File: src/rtl/myo_spi_responder.sv
// Mode-0 SPI slave emulating one myocontrol muscle-unit board: receives a fixed-length
// command frame on mosi and returns a status frame captured from tx_data on miso.
module myo_spi_responder #(
  parameter int WORD_BITS   = 16,
  parameter int N_WORDS     = 12,
  parameter int SYNC_STAGES = 2
) (
  input  logic                           clock,
  input  logic                           reset,
  input  logic                           sck,
  input  logic                           ss_n,
  input  logic                           mosi,
  output logic                           miso,
  output logic                           miso_oe,
  input  logic [WORD_BITS*N_WORDS-1:0]   tx_data,
  output logic [WORD_BITS*N_WORDS-1:0]   rx_data,
  output logic                           rx_valid,
  output logic                           frame_err,
  output logic [15:0]                    frame_count,
  output logic [1:0]                     state_dbg
);

  localparam int TOTAL  = WORD_BITS * N_WORDS;
  localparam int CW     = $clog2(TOTAL + 2);
  localparam int SETTLE = SYNC_STAGES + 1;
  localparam int SW     = $clog2(SETTLE + 1);

  typedef enum logic [1:0] {
    WAIT_IDLE = 2'd0,
    IDLE      = 2'd1,
    ACTIVE    = 2'd2
  } state_t;

  state_t state, state_nxt;

  logic [SYNC_STAGES-1:0] sck_sync, ss_sync, mosi_sync;
  logic                   sck_h, ss_h;
  logic                   sck_s, ss_s, mosi_s;
  logic                   sck_rise, sck_fall, ss_rise, ss_fall;

  logic [TOTAL-1:0]       tx_shift, rx_shift;
  logic [CW-1:0]          bit_cnt;
  logic [SW-1:0]          settle_cnt;
  logic                   settle_done;
  logic                   done_good, done_bad;

  logic                   start, do_rise, do_fall, end_frame;

  // All three inputs see the same number of flops so mosi stays aligned with sck.
  always_ff @(posedge clock or posedge reset) begin
    if (reset) begin
      sck_sync  <= '0;
      ss_sync   <= '1;
      mosi_sync <= '0;
      sck_h     <= 1'b0;
      ss_h      <= 1'b1;
    end else begin
      sck_sync  <= {sck_sync[SYNC_STAGES-2:0], sck};
      ss_sync   <= {ss_sync[SYNC_STAGES-2:0], ss_n};
      mosi_sync <= {mosi_sync[SYNC_STAGES-2:0], mosi};
      sck_h     <= sck_s;
      ss_h      <= ss_s;
    end
  end

  assign sck_s    = sck_sync[SYNC_STAGES-1];
  assign ss_s     = ss_sync[SYNC_STAGES-1];
  assign mosi_s   = mosi_sync[SYNC_STAGES-1];
  assign sck_rise = sck_s & ~sck_h;
  assign sck_fall = ~sck_s & sck_h;
  assign ss_rise  = ss_s & ~ss_h;
  assign ss_fall  = ~ss_s & ss_h;

  // The synchronizers reset to ss_n=1, so a select held low through reset would look
  // like a fresh fall; wait until the chain has flushed before trusting ss_n=1.
  assign settle_done = (settle_cnt == SW'(SETTLE));

  always_ff @(posedge clock or posedge reset) begin
    if (reset) begin
      state      <= WAIT_IDLE;
      settle_cnt <= '0;
    end else begin
      state <= state_nxt;
      if (!settle_done) settle_cnt <= settle_cnt + SW'(1);
    end
  end

  always_comb begin
    state_nxt = state;
    start     = 1'b0;
    do_rise   = 1'b0;
    do_fall   = 1'b0;
    end_frame = 1'b0;
    case (state)
      WAIT_IDLE: begin
        if (settle_done && ss_s && ss_h) state_nxt = IDLE;
      end
      IDLE: begin
        if (ss_fall) begin
          start     = 1'b1;
          state_nxt = ACTIVE;
        end
      end
      ACTIVE: begin
        // Deselect wins over an sck edge seen in the same cycle.
        if (ss_rise) begin
          end_frame = 1'b1;
          state_nxt = IDLE;
        end else if (sck_rise) begin
          do_rise = 1'b1;
        end else if (sck_fall) begin
          do_fall = 1'b1;
        end
      end
      default: state_nxt = WAIT_IDLE;
    endcase
  end

  assign state_dbg = state;

  always_ff @(posedge clock or posedge reset) begin
    if (reset) begin
      tx_shift    <= '0;
      rx_shift    <= '0;
      bit_cnt     <= '0;
      miso        <= 1'b0;
      miso_oe     <= 1'b0;
      done_good   <= 1'b0;
      done_bad    <= 1'b0;
      rx_data     <= '0;
      rx_valid    <= 1'b0;
      frame_err   <= 1'b0;
      frame_count <= '0;
    end else begin
      done_good <= 1'b0;
      done_bad  <= 1'b0;
      rx_valid  <= 1'b0;
      frame_err <= 1'b0;

      if (start) begin
        tx_shift <= tx_data;
        miso     <= tx_data[TOTAL-1];
        miso_oe  <= 1'b1;
        bit_cnt  <= '0;
      end

      // bit_cnt saturates one past TOTAL so any overrun stays distinguishable.
      if (do_rise) begin
        rx_shift <= {rx_shift[TOTAL-2:0], mosi_s};
        if (bit_cnt != CW'(TOTAL + 1)) bit_cnt <= bit_cnt + CW'(1);
      end

      // Zero fill from the left shift drives miso low once all TOTAL bits are out.
      if (do_fall) begin
        tx_shift <= {tx_shift[TOTAL-2:0], 1'b0};
        miso     <= tx_shift[TOTAL-2];
      end

      if (end_frame) begin
        miso      <= 1'b0;
        miso_oe   <= 1'b0;
        done_good <= (bit_cnt == CW'(TOTAL));
        done_bad  <= (bit_cnt != CW'(TOTAL));
      end

      if (done_good) begin
        rx_data     <= rx_shift;
        rx_valid    <= 1'b1;
        frame_count <= frame_count + 16'd1;
      end

      if (done_bad) frame_err <= 1'b1;
    end
  end

endmodule
File: config.mk
export PLATFORM = sky130hd
export DESIGN_NAME = myo_spi_responder
export DESIGN_NICKNAME = d
export VERILOG_FILES = /design/src/rtl/myo_spi_responder.sv
export SDC_FILE = /design/constraint.sdc
export NUM_CORES = 1
export LEC_CHECK = 0
export CORE_MARGIN = 10
export CORE_UTILIZATION = 48
export CTS_CLUSTER_SIZE = 16
export DETAILED_ROUTE_END_ITERATION = 8
export PLACE_DENSITY_LB_ADDON = 0.05
export SYNTH_ARGS = -nofsm -noshare
export SYNTH_HDL_FRONTEND = slang
export SYNTH_SLANG_ARGS = --single-unit
File: constraint.sdc
create_clock -name clock -period 26 [get_ports clock]
set_input_delay 7.8 -clock clock [delete_from_list [all_inputs] [get_ports clock]]
set_output_delay 7.8 -clock clock [all_outputs]
set_load 0.02 [all_outputs]
### Yosys cells after proc, flatten, opt, wreduce, memory -nomap -nowiden

Index checks and enable logic that the tools add are counted.

* bits in registers: 617
* input port bits: 197
* output and inout port bits: 214
* word-level logic and storage cells: 74

* add/subtract/negate cells: 3
* eq/ne operators: 9
* muxes and demuxes: 29
* bitwise gates (word level): 8
* reduce and logical (&&, ||, !) cells: 7

Operators with widths (count)
* 191-bit 2-to-1 mux: 2
* 8-bit 2-to-1 mux: 3
* 1-bit 2-to-1 mux: 20
* 16-bit by 1-bit adder with 16-bit output, second input constant: 1
* 8-bit inequality test, second input constant: 2
* 8-bit by 1-bit adder with 8-bit output, second input constant: 1
* 8-bit == test, second input constant: 1
* 2-bit 2-to-1 mux: 3
* 2-bit inequality test, second input constant: 3
* 2-bit one-hot mux with 3 select lines: 1
* 1-bit AND: 4
* 2-bit == test, second input constant: 2
* 1-bit inverter: 4
* 2-bit nonzero test: 2
* 3-bit AND reduction: 1
* 3-bit nonzero test: 1
* 2-bit by 1-bit adder with 2-bit output, second input constant: 1
* 2-bit by 1-bit == test with 1-bit output, second input constant: 1
* 1-bit logical AND: 2
* 2-bit logical NOT: 1

### Logic depth before layout (Yosys ltp)

Gate-level depths: netlist of the first run.

* depth in word-level cells: 8
* mapped depth: 8
* mapped depth without buffers: 5

### Worst setup path after synthesis of the first run

OpenSTA, ideal clock, no wires.

* path kind: register to output
* start point: register frame_count[3]
* end point: output port frame_count[3]
* arrival: 492 ps
* data required time: 18200 ps
* setup slack: 17708 ps
* cell stages (with the launch flop): 1
* buffers on the path: 0
* path through: dfrtp_1

RTL lines
* start: declaration: line 19 `output logic [15:0] frame_count,`
* start signal: assignment: line 169 `frame_count <= frame_count + 16'd1;`

No word-level cell between the ends.

==> results of run 1 <==
-- logic make-up (layout without fill, tap and decap cells) --
kind of cell,Yosys count,after routing,share of synthesized area [%]
AOI/OAI and AO/OA,201,201,6.21
xor gates and xnor gates,16,16,0.581
adders and majority gates,5,5,0.260
buffers and inverters,137,553,3.18
DFF,617,617,64.1
muxes,200,200,9.32
other,0,7,0
and+or+nand+nor,1018,1018,16.4
-- critical path, delay by kind of cell --
kind	cells	cell delay, ns
buffers and inverters	5	3.39
-- placed cells by master, fill, tap and decap left out, types with 12 or more instances in the layout --
cell             synthesis  layout
a22oi_1                190     190
buf_4                    1      15
clkbuf_1                37      13
clkbuf_16                0      71
clkbuf_8                 0      18
clkdlybuf4s50_1          0     410
dfrtp_1                614     613
mux2_2                 194     194
nand2_1                974     974
xnor2_1                 12      12
-- sequential cells by signal (all words and copies together) (netlist names), 2 cells and up --
| name | count |
|---|---|
| tx_shift | 191 |
| mosi_sync | 2 |
| rx_data | 192 |
| ss_sync | 2 |
| rx_shift | 192 |
| settle_cnt | 2 |
| bit_cnt | 8 |
| sck_sync | 2 |
| state_dbg | 2 |
| frame_count | 16 |
-- report_power, final --
part	switching, uW	internal [uW]	leakage (uW)
sequential	85.8	1110	0.00825
clock	376	609	0.00114
combinational	150	106	0.00609
total	612	1820	0.0155
-- path summary, 6_finish.rpt --
path,from,to,slack (ns)
worst max-delay path,reset,rx_shift[2],15.13
worst min-delay path,ss_sync[0],ss_sync[1],0.35
worst max register to register,ss_h,tx_shift[52],22.53
worst min register to register,ss_sync[0],ss_sync[1],0.35
max in group clock,state_dbg[0],state_dbg[0],16.51
min in group asynchronous,reset,rx_data[78],7.72
-- metal layers --
metal / GRT usage [%] / vias to the layer above / wire, um
met5: 0 / - / 153
met4: 6.34 / 24 / 1390
met3: 6.14 / 116 / 3720
met2: 32.1 / 376 / 28700
met1: 24.7 / 8353 / 25100
li1: - / 7962 / -
-- layout make-up --
type	count	area, um2
well taps	672	841
inverters	6	30.0
diodes	7	17.5
clock inverters	18	249
multi-input cells	1440	7920
repair buffers	427	4260
flip-flops and latches	617	15400
clock buffers	102	2070
fillers	4166	19000
-- stage by stage --
stage                     hold slack, ns  instance area [um2]  power [uW]
final                              0.349                30800        2440
after global routing               0.355                30800        2560
after CTS                          0.348                30800        2470
after detailed placement           0.336                28500        1470
after global placement             0.336                28500        1450
after floorplan                    0.331                24100        1380
==> flow_metrics.py, run 1 <==
metrics = {
    "status": {
        "outcome": "completed",
    },
    "placed_design": {
        "dp.cells": 3162,
        "port_buffers": 410,
        "hpwl_um": 39000,
        "gp_congestion": 0.818,
        "dp_worst_setup_slack_ns": 14.36,
    },
    "global_routing": {
        "grt_pass1_vias": 17500,
        "grt-ovfl-total": 0,
        "track_usage_pct": 19.7,
        "grt_max_degree": 174,
        "antenna_found_initial": 19,
        "grt_pass1_wl_um": 95400,
    },
    "layout": {
        "finalNetCount": 2760,
        "final_cells": 3289,
        "drive_gt1_share_pct": 12.6,
        "area_delta_synth_final_pct": 27.9,
        "post-route-util_pct": 61.8,
    },
    "floorplan": {
        "start_util_pct": 48.3,
        "rows": 82,
        "coreArea_mm2": 0.0499,
        "ios": 411,
        "die_y_um": 244,
        "die_w_um": 244,
        "dieArea_mm2": 0.0596,
    },
    "hold_path": {
        "worstHoldPathCells": 0,
        "hp-class": "flop to flop",
    },
    "power": {
        "leakage_uw": 0.0155,
        "peakVddDrop_uv": 49.1,
        "cellPowerDensity_mw_per_mm2": 79.0,
    },
    "sta": {
        "setup_violations": 0,
        "max_freq_mhz": 92.0,
        "tns_ns": 0,
        "rsz0062_at_grt": "false",
        "slew_headroom_pct": 27.6,
        "final.setup_skew_ns": 0.0164,
        "worst_pin_slew_ns": 1.09,
        "postLayoutSetupSlackWorst_ns": 15.13,
        "post-route-min-period_ns": 10.87,
        "hold_viol_final": 0,
        "period_share_pct": 41.8,
        "slew_viol_final": 0,
    },
    "route": {
        "drc": 0,
        "wl_um": 59000,
        "dr.first_iter.drc_count": 1261,
        "first_pass_iters": 5,
        "wl_per_cell_um": 18.0,
        "vias": 16800,
        "routed_via_density": 5.12,
        "antenna_left": 0,
    },
    "cts": {
        "clk_pin_slew_ns": 0.06,
        "ctsHoldBuffers": 0,
        "ctsResizeCount": 0,
        "cts_made_buffers": 66,
        "cts_tree": "yes",
        "htreeDepth": 3,
        "root_buffer": "clkbuf_16",
        "cts.sinks": 617,
        "post-cts-setup-buffers": 0,
        "clock_path_buffers": 3,
        "clk_latency_ns": 0.59,
    },
    "yosys": {
        "netlist_instances": 2194,
        "synthFlopType": "dfrtp_1",
        "synth_edf_count": 0,
        "yosys_warnings": 0,
        "yosys.area.top_type_share_pct": 63.8,
        "syn_nets": 2396,
        "synth_commonest_cells": "nand2_1, dfrtp_1, mux2_2, a22oi_1, buf_2",
        "netlist.top_cell.by_area": "dfrtp_1",
        "synth-async-reset-ratio_pct": 100,
        "syn_area_mm2": 0.0241,
        "synth_most_common_cell": "nand2_1",
        "synth.yosys.seq_area_share_pct": 64.1,
        "ys_ff_latch": 617,
        "yosysUniqueCellTypes": 40,
        "synth_area_per_cell_um2": 11.0,
        "synthTopCellsByArea": "dfrtp_1, nand2_1, mux2_2",
    },
    "critical_path": {
        "worstSetupPathType": "primary input to asynchronous set/reset pin",
        "crit_fanout": 173,
        "cp-start-kind": "primary input",
        "rr_worst_depth": 6,
        "endpoint_kind": "asynchronous set/reset pin",
        "critPathMaxStageDelay_ns": 0.90,
        "crit_top_cell": "buf_4",
        "cpMaxStageDelayCell": "buf_4",
        "required_ns": 26.62,
        "path_cells": "clkdlybuf4s50_1 > inv_8 > buf_12 > buf_4 > buf_4",
        "critPathArrivalTime_ns": 11.48,
    },
    "run": {
        "drv_cap": 0,
    },
}
No activity file was read; power rests on OpenSTA's default activity.
==> run 2, diff against run 1 <==
- CORE_UTILIZATION: 48 -> 53
- clock period: 26 -> 10.7 ns (I/O delays scaled with it)
==> run 2 against run 1 <==
  * Die area fell by 8.7%
  * Wire length down 0.50%
  * Clock skew is 0.0062 ns lower
  * Clock-buffer cell count down 17
  * Critical endpoint is now rx_shift[139]
  * Register-to-register slack lost 15 ns
  * Final cell count shrank 2.2%
  * Clock power grew 130%
==> flow_metrics.py, run 2 (synthesized netlist as in run 1, its figures left out) <==
metrics = {
    "sta": {
        "final.setup_skew_ns": 0.0102,
        "worst_pin_slew_ns": 1.15,
        "rsz0062_at_grt": "false",
        "max_freq_mhz": 202,
        "postLayoutSetupSlackWorst_ns": 5.75,
        "slew_viol_final": 0,
        "post-route-min-period_ns": 4.95,
        "period_share_pct": 46.2,
        "hold_viol_final": 0,
        "slew_headroom_pct": 23.4,
        "tns_ns": 0,
        "setup_violations": 0,
    },
    "global_routing": {
        "grt-ovfl-total": 0,
        "track_usage_pct": 21.2,
        "grt_pass1_wl_um": 93200,
        "grt_max_degree": 160,
        "antenna_found_initial": 25,
        "grt_pass1_vias": 17300,
    },
    "layout": {
        "most-common-layout-cells": "nand2_1, dfrtp_1, clkdlybuf4s50_1",
        "seqCellArea_mm2": 0.0154,
        "area_delta_synth_final_pct": 26.9,
        "reg_top3": "rx_data: 192 flops, rx_shift: 192 flops, tx_shift: 191 flops",
        "post-route-util_pct": 67.7,
        "fillCellCount": 3475,
        "multi_input_area_mm2": 0.00792,
        "finalNetCount": 2755,
        "layout_commonest_cell": "nand2_1",
        "drive_gt1_share_pct": 12.5,
    },
    "floorplan": {
        "dieArea_mm2": 0.0544,
        "ios": 411,
        "rows": 78,
        "coreArea_mm2": 0.0452,
        "start_util_pct": 53.3,
        "die_w_um": 233,
        "die_y_um": 233,
    },
    "route": {
        "topRoutingLayerUsed": "met5",
        "wl_per_cell_um": 18.3,
        "wl_um": 58700,
        "met2_length_um": 28500,
        "dr.first_iter.drc_count": 1532,
        "first_pass_iters": 8,
        "routed_via_density": 5.24,
        "vias": 16900,
        "antenna_left": 0,
        "met1_length_um": 24400,
        "drc": 0,
        "wl_met3_um": 4310,
    },
    "critical_path": {
        "crit_fanout": 159,
        "endpoint_kind": "asynchronous set/reset pin",
        "critPathLaunch": "reset",
        "cp-start-kind": "primary input",
        "critPathArrivalTime_ns": 5.61,
        "worstSetupPathType": "primary input to asynchronous set/reset pin",
        "required_ns": 11.37,
        "ff2ff_setup_slack_ns": 7.29,
        "reg2reg_from": "ss_sync[1]",
        "rr_worst_depth": 6,
        "crit_end": "rx_shift[139]",
        "r2r-end": "tx_shift[78]",
    },
    "power": {
        "clock_power_share_pct": 39.3,
        "switching_share_pct": 25.4,
        "power.switching_uw": 1470,
        "pwr-share-comb_pct": 10.6,
        "internal_power_uw": 4340,
        "cellPowerDensity_mw_per_mm2": 190,
        "peakVddDrop_uv": 124,
        "pwr-share-seq_pct": 50.1,
        "leakage_uw": 0.0154,
    },
    "cts": {
        "post-cts-setup-buffers": 0,
        "ctsHoldBuffers": 0,
        "cts_made_buffers": 61,
        "clk_pin_slew_ns": 0.06,
        "clock_path_buffers": 3,
        "root_buffer": "clkbuf_16",
        "clk_latency_ns": 0.61,
        "ctsResizeCount": 0,
        "htreeDepth": 2,
        "cts.sinks": 617,
        "cts_tree": "yes",
    },
    "run": {
        "drv_cap": 0,
    },
    "hold_path": {
        "worstHoldPathCells": 0,
        "hp-class": "flop to flop",
    },
    "placed_design": {
        "hpwl_um": 38800,
        "dp_worst_setup_slack_ns": 5.01,
        "port_buffers": 410,
        "gp_congestion": 0.776,
    },
    "status": {
        "outcome": "completed",
    },
}
-- run 2: cell count changes in the layout (fill, tap and decap cells not counted), sizes merged --
cell	before	now
diode	7	11
inv	7	6
clkinv	9	18
clkbuf	102	85
bufinv	6	10
clkinvlp	2	3
-- run 2: per-layer routing --
layer / up-vias / GRT usage [%]
met5: - / 0
met4: 28 / 6.90
met3: 111 / 6.38
met2: 387 / 34.3
met1: 8386 / 26.9
li1: 7948 / -
-- run 2: how the worst min path moves through the flow --
stage | startpoint | end | slack [ns]
2_1_floorplan | done_bad | frame_err | 0.33
3_3_place_gp | sck_sync[0] | sck_sync[1] | 0.33
3_5_place_dp | done_bad | frame_err | 0.34
4_1_cts | done_bad | frame_err | 0.35
5_1_grt | done_bad | frame_err | 0.35
6_report | done_bad | frame_err | 0.35
-- run 2: critical path, cell delays in order --
cell	delay, ns
clkdlybuf4s50_1	0.45
clkinvlp_4	0.49
buf_12	0.57
buf_4	0.70
-- run 2: area by class of cell --
type	instances	share of cell area [%]
Antenna cell	11	0.0900
Clock buffer	85	5.72
Clock inverter	31	1.37
Inverter	6	0.0859
Multi-Input combinational cell	1440	25.9
Sequential cell	617	50.5
Tap cell	600	2.45
Timing Repair Buffer	427	13.9
-- run 2: stage by stage --
step           power (uW)  area (um2)  hold slack, ns  std cells
4_1_cts              5870       30600           0.350       3206
5_1_grt              6090       30600           0.348       3213
3_5_place_dp         3570       28400           0.340       3090
3_3_place_gp         3530       28400           0.335       3090
2_1_floorplan        3350       24100           0.331       2194
6_report             5810       30600           0.346       3217
-- run 2: power by group through the flow --
stage / combinational [uW] / sequential (uW) / clock [uW]
finish: 614 / 2910 / 2280
CTS: 627 / 2910 / 2330
floorplan: 451 / 2890 / 0
detailed placement: 627 / 2940 / 0
global placement: 598 / 2930 / 0
global route: 714 / 2950 / 2430
==> run 3, diff against run 2 <==
- clock period: 10.7 -> 4.7 ns (I/O delays scaled with it)
==> run 3 against run 2 <==
  * Clock power is 110% higher
  * Power is 120% higher
  * Utilization is 0.23 points higher
  * Clock-buffer cell count is 10 higher
  * Wire length is 0.85% higher
  * Largest power group unchanged
  * Sequential power is 130% higher
  * Sequential share of layout area is 0.17 points lower
  * Hold slack better by 0.0073 ns
  * Combinational power is 130% higher
  * Critical path depth is 3 lower
==> flow_metrics.py, run 3 (synthesized netlist as in run 1, its figures left out) <==
metrics = {
    "status": {
        "outcome": "completed",
    },
    "sta": {
        "postLayoutSetupSlackWorst_ns": 1.55,
        "max_freq_mhz": 317,
        "slew_headroom_pct": 20.6,
        "tns_ns": 0,
        "worst_pin_slew_ns": 1.19,
        "post-route-min-period_ns": 3.15,
        "hold_ws_ns": 0.353,
        "period_share_pct": 67.1,
        "hold_viol_final": 0,
        "setup_violations": 0,
        "rsz0062_at_grt": "false",
        "slew_viol_final": 0,
        "final.setup_skew_ns": 0.0121,
    },
    "floorplan": {
        "die_y_um": 233,
        "dieArea_mm2": 0.0544,
        "ios": 411,
        "start_util_pct": 53.3,
        "coreArea_mm2": 0.0452,
        "die_w_um": 233,
        "rows": 78,
    },
    "critical_path": {
        "rr_worst_depth": 5,
        "path_cells": "clkdlybuf4s50_1",
        "cp-start-kind": "flop",
        "cpMaxStageDelayCell": "clkdlybuf4s50_1",
        "cp.depth": 1,
        "crit_buf_inv": 1,
        "crit_fanout": 6,
        "critPathArrivalTime_ns": 1.74,
        "endpoint_kind": "output port",
        "worstSetupPathType": "flop to output port",
        "critPathMaxStageDelay_ns": 0.66,
        "required_ns": 3.29,
        "crit_family": "buffers and inverters",
    },
    "global_routing": {
        "antenna_found_initial": 21,
        "grt-ovfl-total": 0,
        "track_usage_pct": 21.6,
        "grt_max_degree": 195,
        "grt_pass1_vias": 17300,
        "grt_pass1_wl_um": 94700,
    },
    "cts": {
        "clk_pin_slew_ns": 0.06,
        "post-cts-setup-buffers": 0,
        "clock_path_buffers": 3,
        "root_buffer": "clkbuf_16",
        "ctsHoldBuffers": 0,
        "cts_made_buffers": 60,
        "cts.sinks": 617,
        "htreeDepth": 2,
        "clk_latency_ns": 0.61,
        "cts_tree": "yes",
        "ctsResizeCount": 0,
    },
    "power": {
        "cellPowerDensity_mw_per_mm2": 422,
        "peakVddDrop_uv": 334,
        "leakage_uw": 0.0154,
        "clock_power_share_pct": 37.7,
        "power.switching_uw": 3320,
        "p_total_uw": 12900,
        "internal_power_uw": 9630,
        "pwr-share-seq_pct": 51.2,
        "switching_share_pct": 25.6,
        "pwr-share-comb_pct": 11.1,
    },
    "route": {
        "wl_per_cell_um": 18.4,
        "wl_um": 59200,
        "dr.first_iter.drc_count": 1381,
        "drc": 0,
        "vias": 17000,
        "antenna_left": 0,
        "first_pass_iters": 5,
        "routed_via_density": 5.28,
    },
    "placed_design": {
        "dp_worst_setup_slack_ns": 1.69,
        "gp_congestion": 0.820,
        "port_buffers": 410,
        "hpwl_um": 40200,
    },
    "layout": {
        "post-route-util_pct": 67.9,
        "most-common-layout-cells": "nand2_1, dfrtp_1, clkdlybuf4s50_1",
        "area_delta_synth_final_pct": 27.4,
        "layout_commonest_cell": "nand2_1",
        "finalNetCount": 2768,
        "reg_top3": "rx_data: 192 flops, rx_shift: 192 flops, tx_shift: 191 flops",
        "drive_gt1_share_pct": 12.7,
    },
    "run": {
        "drv_cap": 0,
    },
    "hold_path": {
        "hp-class": "flop to flop",
        "worstHoldPathCells": 0,
    },
}
run 3: per-layer routing:
metal | vias up | GRT usage (%) | routed length (um)
met5 | - | 0 | 198
met4 | 30 | 5.48 | 1100
met3 | 104 | 6.45 | 4270
met2 | 403 | 35.3 | 29100
met1 | 8483 | 27.7 | 24600
li1 | 7985 | - | -
run 3: final timing paths:
path / startpoint / to / slack, ns
max: frame_count[3] / frame_count[3] / 1.55
max reg2reg: ss_h / tx_shift[73] / 2.09
max in group asynchronous: reset / rx_data[73] / 2.36
min reg2reg: sck_sync[0] / sck_sync[1] / 0.35
min in group asynchronous: reset / frame_count[14] / 1.25
min: sck_sync[0] / sck_sync[1] / 0.35
run 3: power groups by stage:
stage / clock, uW / sequential, uW / combinational (uW)
detailed placement: 0 / 6700 / 1460
floorplan: 0 / 6590 / 1030
global route: 5210 / 6720 / 1680
global placement: 0 / 6670 / 1390
CTS: 4990 / 6620 / 1460
finish: 4890 / 6630 / 1430
run 3: metrics by stage:
stage               cells  instance area (um2)
floorplan            2194                24100
detailed placement   3104                28600
CTS                  3218                30700
finish               3223                30700
global route         3220                30700
global placement     3104                28600
run 3: area by class of cell:
class                      count  area (um2)
antenna                        5        12.5
clock buffer                  95        1830
clock inverter                19         216
inverter                       6        26.3
sequential                   617       15400
fill                        3465       14500
timing repair buffer         441        4500
tap                          600         751
multi-input combinational   1440        7920
==> variant 1 (config.mk and constraints of run 3) <==
Set the parameter `WORD_BITS` to 8 (it was 16).
--- a/src/rtl/myo_spi_responder.sv
+++ b/src/rtl/myo_spi_responder.sv
@@ -1,7 +1,7 @@
 // Mode-0 SPI slave emulating one myocontrol muscle-unit board: receives a fixed-length
 // command frame on mosi and returns a status frame captured from tx_data on miso.
 module myo_spi_responder #(
-  parameter int WORD_BITS   = 16,
+  parameter int WORD_BITS   = 8,
   parameter int N_WORDS     = 12,
   parameter int SYNC_STAGES = 2
 ) (
Interface: changed (resized rx_data and tx_data); port bits go from 411 to 219. The function was not compared with the original's and may differ.
==> variant 1 against run 3 <==
Combinational power is 46% lower; total power is 47% lower; critical path type unchanged; wire length is 53% lower; sequential cell count is 289 lower; setup slack better by 0.078 ns; count of clock-buffer cells in the layout is 40 lower; largest cell class unchanged; critical endpoint is now state_dbg[1]; design area is 47% lower; synthesized area is 47% lower.
==> variant 1: results (changes against run 3) <==
[cells_and_area]
drive_above_1_share_pct = 12.6  ; -0.17 points
diodes = 0  ; -5
fillCellCount = 1810  ; -48%
sh_seq_area_pct = 50.1  ; -0.21 points
seq_cell_count = 328  ; -47%
multi_input_area_share_pct = 26.2  ; +0.40 points
final_nets = 1475  ; -47%
buffers = 234  ; -47%
buf_share_pct = 14.4  ; -0.23 points
clkCellAreaFrac_pct = 6.65  ; about the same
inverters = 7  ; +1
n_clock_buffer = 55  ; -42%
reg.largest.list = rx_data (96), rx_shift (96), tx_shift (95)
multi_input_cells = 764  ; -47%
multi_input_area_mm2 = 0.00429  ; -46%

[clock_tree]
clkLatencyLatePin_ns = 0.50  ; -0.11 ns
cts_made_buffers = 34  ; -43%

[logic_synthesis]
seq_area_frac_synth_pct = 64.3  ; +0.25 points
synth_compound_area_share_pct = 5.94  ; -0.27 points
yosys_warnings = 0  ; unchanged
syn_area_per_cell_um2 = 11.0  ; -0.17%
synthArstFlopShare_pct = 100  ; unchanged
ys_top_cells_by_area = dfrtp_1 64%, nand2_1 14%, mux2_2 8.6%, a22oi_1 5.5%, clkbuf_1 1.2%
muxShareOfSynthArea_pct = 9.13  ; -0.19 points
yosys-top-cells-count = 492 x nand2_1, 325 x dfrtp_1, 98 x mux2_2
synth_fp_nets = 1270  ; -47%
synth-main-ff-cell = dfrtp_1
synthXorXnorAreaFrac_pct = 1.10  ; +0.52 points

[setup_path]
slowest_delay_ns = 0.71  ; +0.05 ns
critical-path-top-delay-family = buffers and inverters
r2r-start = state_dbg[1]

[place]
place_hpwl_um = 18200  ; -55%
dp_slack_ns = 1.83  ; +0.143 ns
place.gp.congestion = 0.772  ; -5.9%
placed_area_mm2 = 0.0153  ; -47%
numPortBuffers = 218  ; -47%

[grt]
grt_pass1_vias = 9126  ; -47%
track_usage_pct = 17.9  ; -3.7 points
grt_antenna_before_repair = 0  ; -100%
grt_max_degree = 101  ; -48%
grt_pass1_wl_um = 46300  ; -51%

[route]
drt_iter0_drc = 743  ; -46%
routed_wl_um = 27600  ; -53%
firstDrtPassIters = 5  ; unchanged
drt-vias-per-instance = 5.17  ; -2.1%

[pwr]
pwr-share-seq_pct = 51.1  ; about the same
p_leak_uw = 0.00821  ; -47%
p_total_uw = 6860  ; -47%
power_clock_uw = 2590  ; -47%
max-vdd-ir-drop_mv = 0.357  ; +7.1%

[timing]
worstMarginPinSlew_ns = 1.10  ; -0.0936 ns
finClkSkew_ns = 0.00953  ; -0.00257 ns

[floorplan]
tap_cells = 319  ; -47%

[run_status]
status = finished, final reports clean

variant 1: changes by cell type after synthesis, moves of 4 or more:
cell      before  now
a22oi_1      190   94
buf_1          9    1
buf_2         61   22
buf_6         23    0
clkbuf_1      37   42
dfrtp_1      614  325
mux2_2       194   98
nand2_1      974  492
nand3_1       11    7
nor2b_1        1    5
variant 1: worst paths after layout:
| check | to | slack, ns | cells after the start |
|---|---|---|---|
| hold reg to reg | sck_sync[1] | 0.34 | 0 |
| setup / recovery | state_dbg[1] | 1.63 | 1 |
| max in group asynchronous | rx_data[82] | 2.43 | 3 |
| min in group asynchronous | tx_shift[5] | 1.46 | 2 |
| setup reg to reg | tx_shift[63] | 2.12 | 5 |
| hold / removal | sck_sync[1] | 0.34 | 0 |
variant 1: metal layers:
metal | GRT usage [%] | up-vias | wire length, µm
met5 | 0 | - | 0
li1 | - | 4242 | -
met2 | 28.7 | 228 | 13000
met4 | 3.64 | 0 | 359
met3 | 5.30 | 28 | 1970
met1 | 23.7 | 4352 | 12200
==> variant 2 (flow settings as in run 3) <==
Made on the original files. Register the inputs `sck`, `ss_n`, `mosi` and `tx_data` before use, with the module's reset. The logic sees them one clock later. Comments in the files are not updated.
--- a/src/rtl/myo_spi_responder.sv
+++ b/src/rtl/myo_spi_responder.sv
@@ -31,6 +31,25 @@
     ACTIVE    = 2'd2
   } state_t;
 
+  logic sck_q;
+  logic ss_n_q;
+  logic mosi_q;
+  logic [WORD_BITS*N_WORDS-1:0] tx_data_q;
+
+  always_ff @(posedge clock or posedge reset) begin
+    if (reset) begin
+      sck_q     <= '0;
+      ss_n_q    <= '0;
+      mosi_q    <= '0;
+      tx_data_q <= '0;
+    end else begin
+      sck_q     <= sck;
+      ss_n_q    <= ss_n;
+      mosi_q    <= mosi;
+      tx_data_q <= tx_data;
+    end
+  end
+
   state_t state, state_nxt;
 
   logic [SYNC_STAGES-1:0] sck_sync, ss_sync, mosi_sync;
@@ -55,9 +74,9 @@
       sck_h     <= 1'b0;
       ss_h      <= 1'b1;
     end else begin
-      sck_sync  <= {sck_sync[SYNC_STAGES-2:0], sck};
-      ss_sync   <= {ss_sync[SYNC_STAGES-2:0], ss_n};
-      mosi_sync <= {mosi_sync[SYNC_STAGES-2:0], mosi};
+      sck_sync  <= {sck_sync[SYNC_STAGES-2:0], sck_q};
+      ss_sync   <= {ss_sync[SYNC_STAGES-2:0], ss_n_q};
+      mosi_sync <= {mosi_sync[SYNC_STAGES-2:0], mosi_q};
       sck_h     <= sck_s;
       ss_h      <= ss_s;
     end
@@ -138,8 +157,8 @@
       frame_err <= 1'b0;
 
       if (start) begin
-        tx_shift <= tx_data;
-        miso     <= tx_data[TOTAL-1];
+        tx_shift <= tx_data_q;
+        miso     <= tx_data_q[TOTAL-1];
         miso_oe  <= 1'b1;
         bit_cnt  <= '0;
       end
Behaviour: no difference found for any inputs over 4 cycles, from zero or initial values and one cycle with reset high; that may be too few to reach the edited logic, so the function may still have changed.
==> variant 2 against run 3 <==
Total power rose by 24%; sequential cell count rose by 195; worst hold slack got worse by 0.0044 ns; sequential power rose by 26%; synthesized area rose by 20%; setup slack got worse by 0.028 ns; via count rose by 8.3%; clock power rose by 29%; design area rose by 18%; first-iteration DRC count rose by 0.58%; wire length rose by 10%; final cell count rose by 10%.
==> variant 2: results (changes against run 3) <==
[logic_synthesis]
synthXorXnorAreaFrac_pct = 0.510  ; -0.072 points
syn_inst = 2395  ; +9.2%
synth_fp_nets = 2597  ; +8.4%
ys_top_cells_by_area = dfrtp_1 70%, nand2_1 13%, mux2_2 7.5%, a22oi_1 4.9%, buf_2 1.4%
muxShareOfSynthArea_pct = 7.64  ; -1.7 points
yosys.area_share.adder_pct = 0.216  ; -0.044 points
seq_area_frac_synth_pct = 70.2  ; +6.1 points
synth_compound_area_share_pct = 5.20  ; -1.0 points

[setup_path]
slowest_delay_ns = 0.73  ; +0.07 ns
rrSetupSlack_ns = 1.95  ; -0.14 ns
path_max_fanout = 5  ; -1

[clock_tree]
clkLatencyLatePin_ns = 0.61  ; about the same
ctsHtreeMaxLevel = 3  ; +1
cts_made_buffers = 82  ; +37%
clkTransAtPathRegs_ns = 0.06  ; about the same

[timing]
post-route-period-util_pct = 67.7  ; +0.60 points
slew_headroom_pct = 18.8  ; -1.8 points
finClkSkew_ns = 0.00964  ; -0.00246 ns

[route]
wl_met2_um = 32200  ; +11%
drt-vias-per-instance = 5.20  ; -1.5%
wl_met1_um = 28000  ; +14%
drt_iter0_drc = 1389  ; +0.58%
highest_layer = met4
wl_met3_um = 3460  ; -19%
detail_route.wl_per_cell_um = 18.4  ; about the same

[place]
place_hpwl_um = 42700  ; +6.3%
place_inst = 3398  ; +9.5%
place.gp.congestion = 0.749  ; -8.7%

[cells_and_area]
fin_cells = 3545  ; +10%
drive_above_1_share_pct = 12.8  ; +0.061 points
fillCellCount = 3962  ; +14%
reg.largest.list = rx_data (192), rx_shift (192), tx_data_q (192)
final_nets = 2988  ; +7.9%

[grt]
grt_max_degree = 196  ; +0.51%
grt_pass1_vias = 19005  ; +9.6%
grt_antenna_before_repair = 2  ; -90%
track_usage_pct = 20.3  ; -1.3 points
grt_pass1_wl_um = 104000  ; +10%

[run_status]
status = finished, final reports clean

[pwr]
max-vdd-ir-drop_mv = 0.337  ; +1.1%
p_leak_uw = 0.0181  ; +17%

-- variant 2: stage by stage --
stage | total power [µW] | setup slack, ns | area [µm²]
after floorplan | 9360 | -7.86 | 29000
after global placement | 9800 | 1.61 | 33700
after detailed placement | 9890 | 1.61 | 33700
after CTS | 16300 | 1.46 | 36300
after global routing | 16900 | 1.45 | 36300
final | 16100 | 1.52 | 36300
-- variant 2: final timing paths --
check / cells after the start / end / startpoint
worst min-delay path: 0 / mosi_sync[0] / mosi_q
min in group asynchronous: 2 / tx_data_q[3] / reset
worst max register to register: 5 / tx_shift[108] / state_dbg[1]
max in group asynchronous: 4 / rx_shift[98] / reset
worst max-delay path: 1 / state_dbg[1] / state_dbg[1]
worst min register to register: 0 / mosi_sync[0] / mosi_q
-- variant 2: kinds of logic (layout without fill, tap and decap cells) --
| group | after synthesis | in the layout |
|---|---|---|
| adder cells (fa/ha/maj) | 5 | 5 |
| XOR/XNOR | 16 | 16 |
| AO/OA/AOI/OAI | 204 | 204 |
| AND/OR/NAND/NOR | 1023 | 1023 |
| multiplexers | 197 | 197 |
| flip-flops | 812 | 812 |
| buffers and inverters | 138 | 591 |
| other | 0 | 1 |
-- variant 2: layer usage --
metal	global-route usage [%]	vias to the layer above
met3	4.46	90
met4	6.14	0
li1	-	8621
met2	33.0	416
met1	27.0	9296
met5	0	-
-- variant 2: power breakdown --
group          switching [µW]  total (µW)  leakage [µW]  internal (µW)
Clock                    2570        6330       0.00132           3760
Sequential                479        8340        0.0106           7860
Combinational             842        1430       0.00620            583
-- variant 2: layout make-up --
cell class                      instances  area share [%]
Sequential cell                       812            55.9
Multi-Input combinational cell       1445            22.0
Timing Repair Buffer                  438            12.3
Clock buffer                          129            7.00
Tap cell                              696            2.40
Clock inverter                         17           0.351
Inverter                                7          0.0826
Antenna cell                            1         0.00688
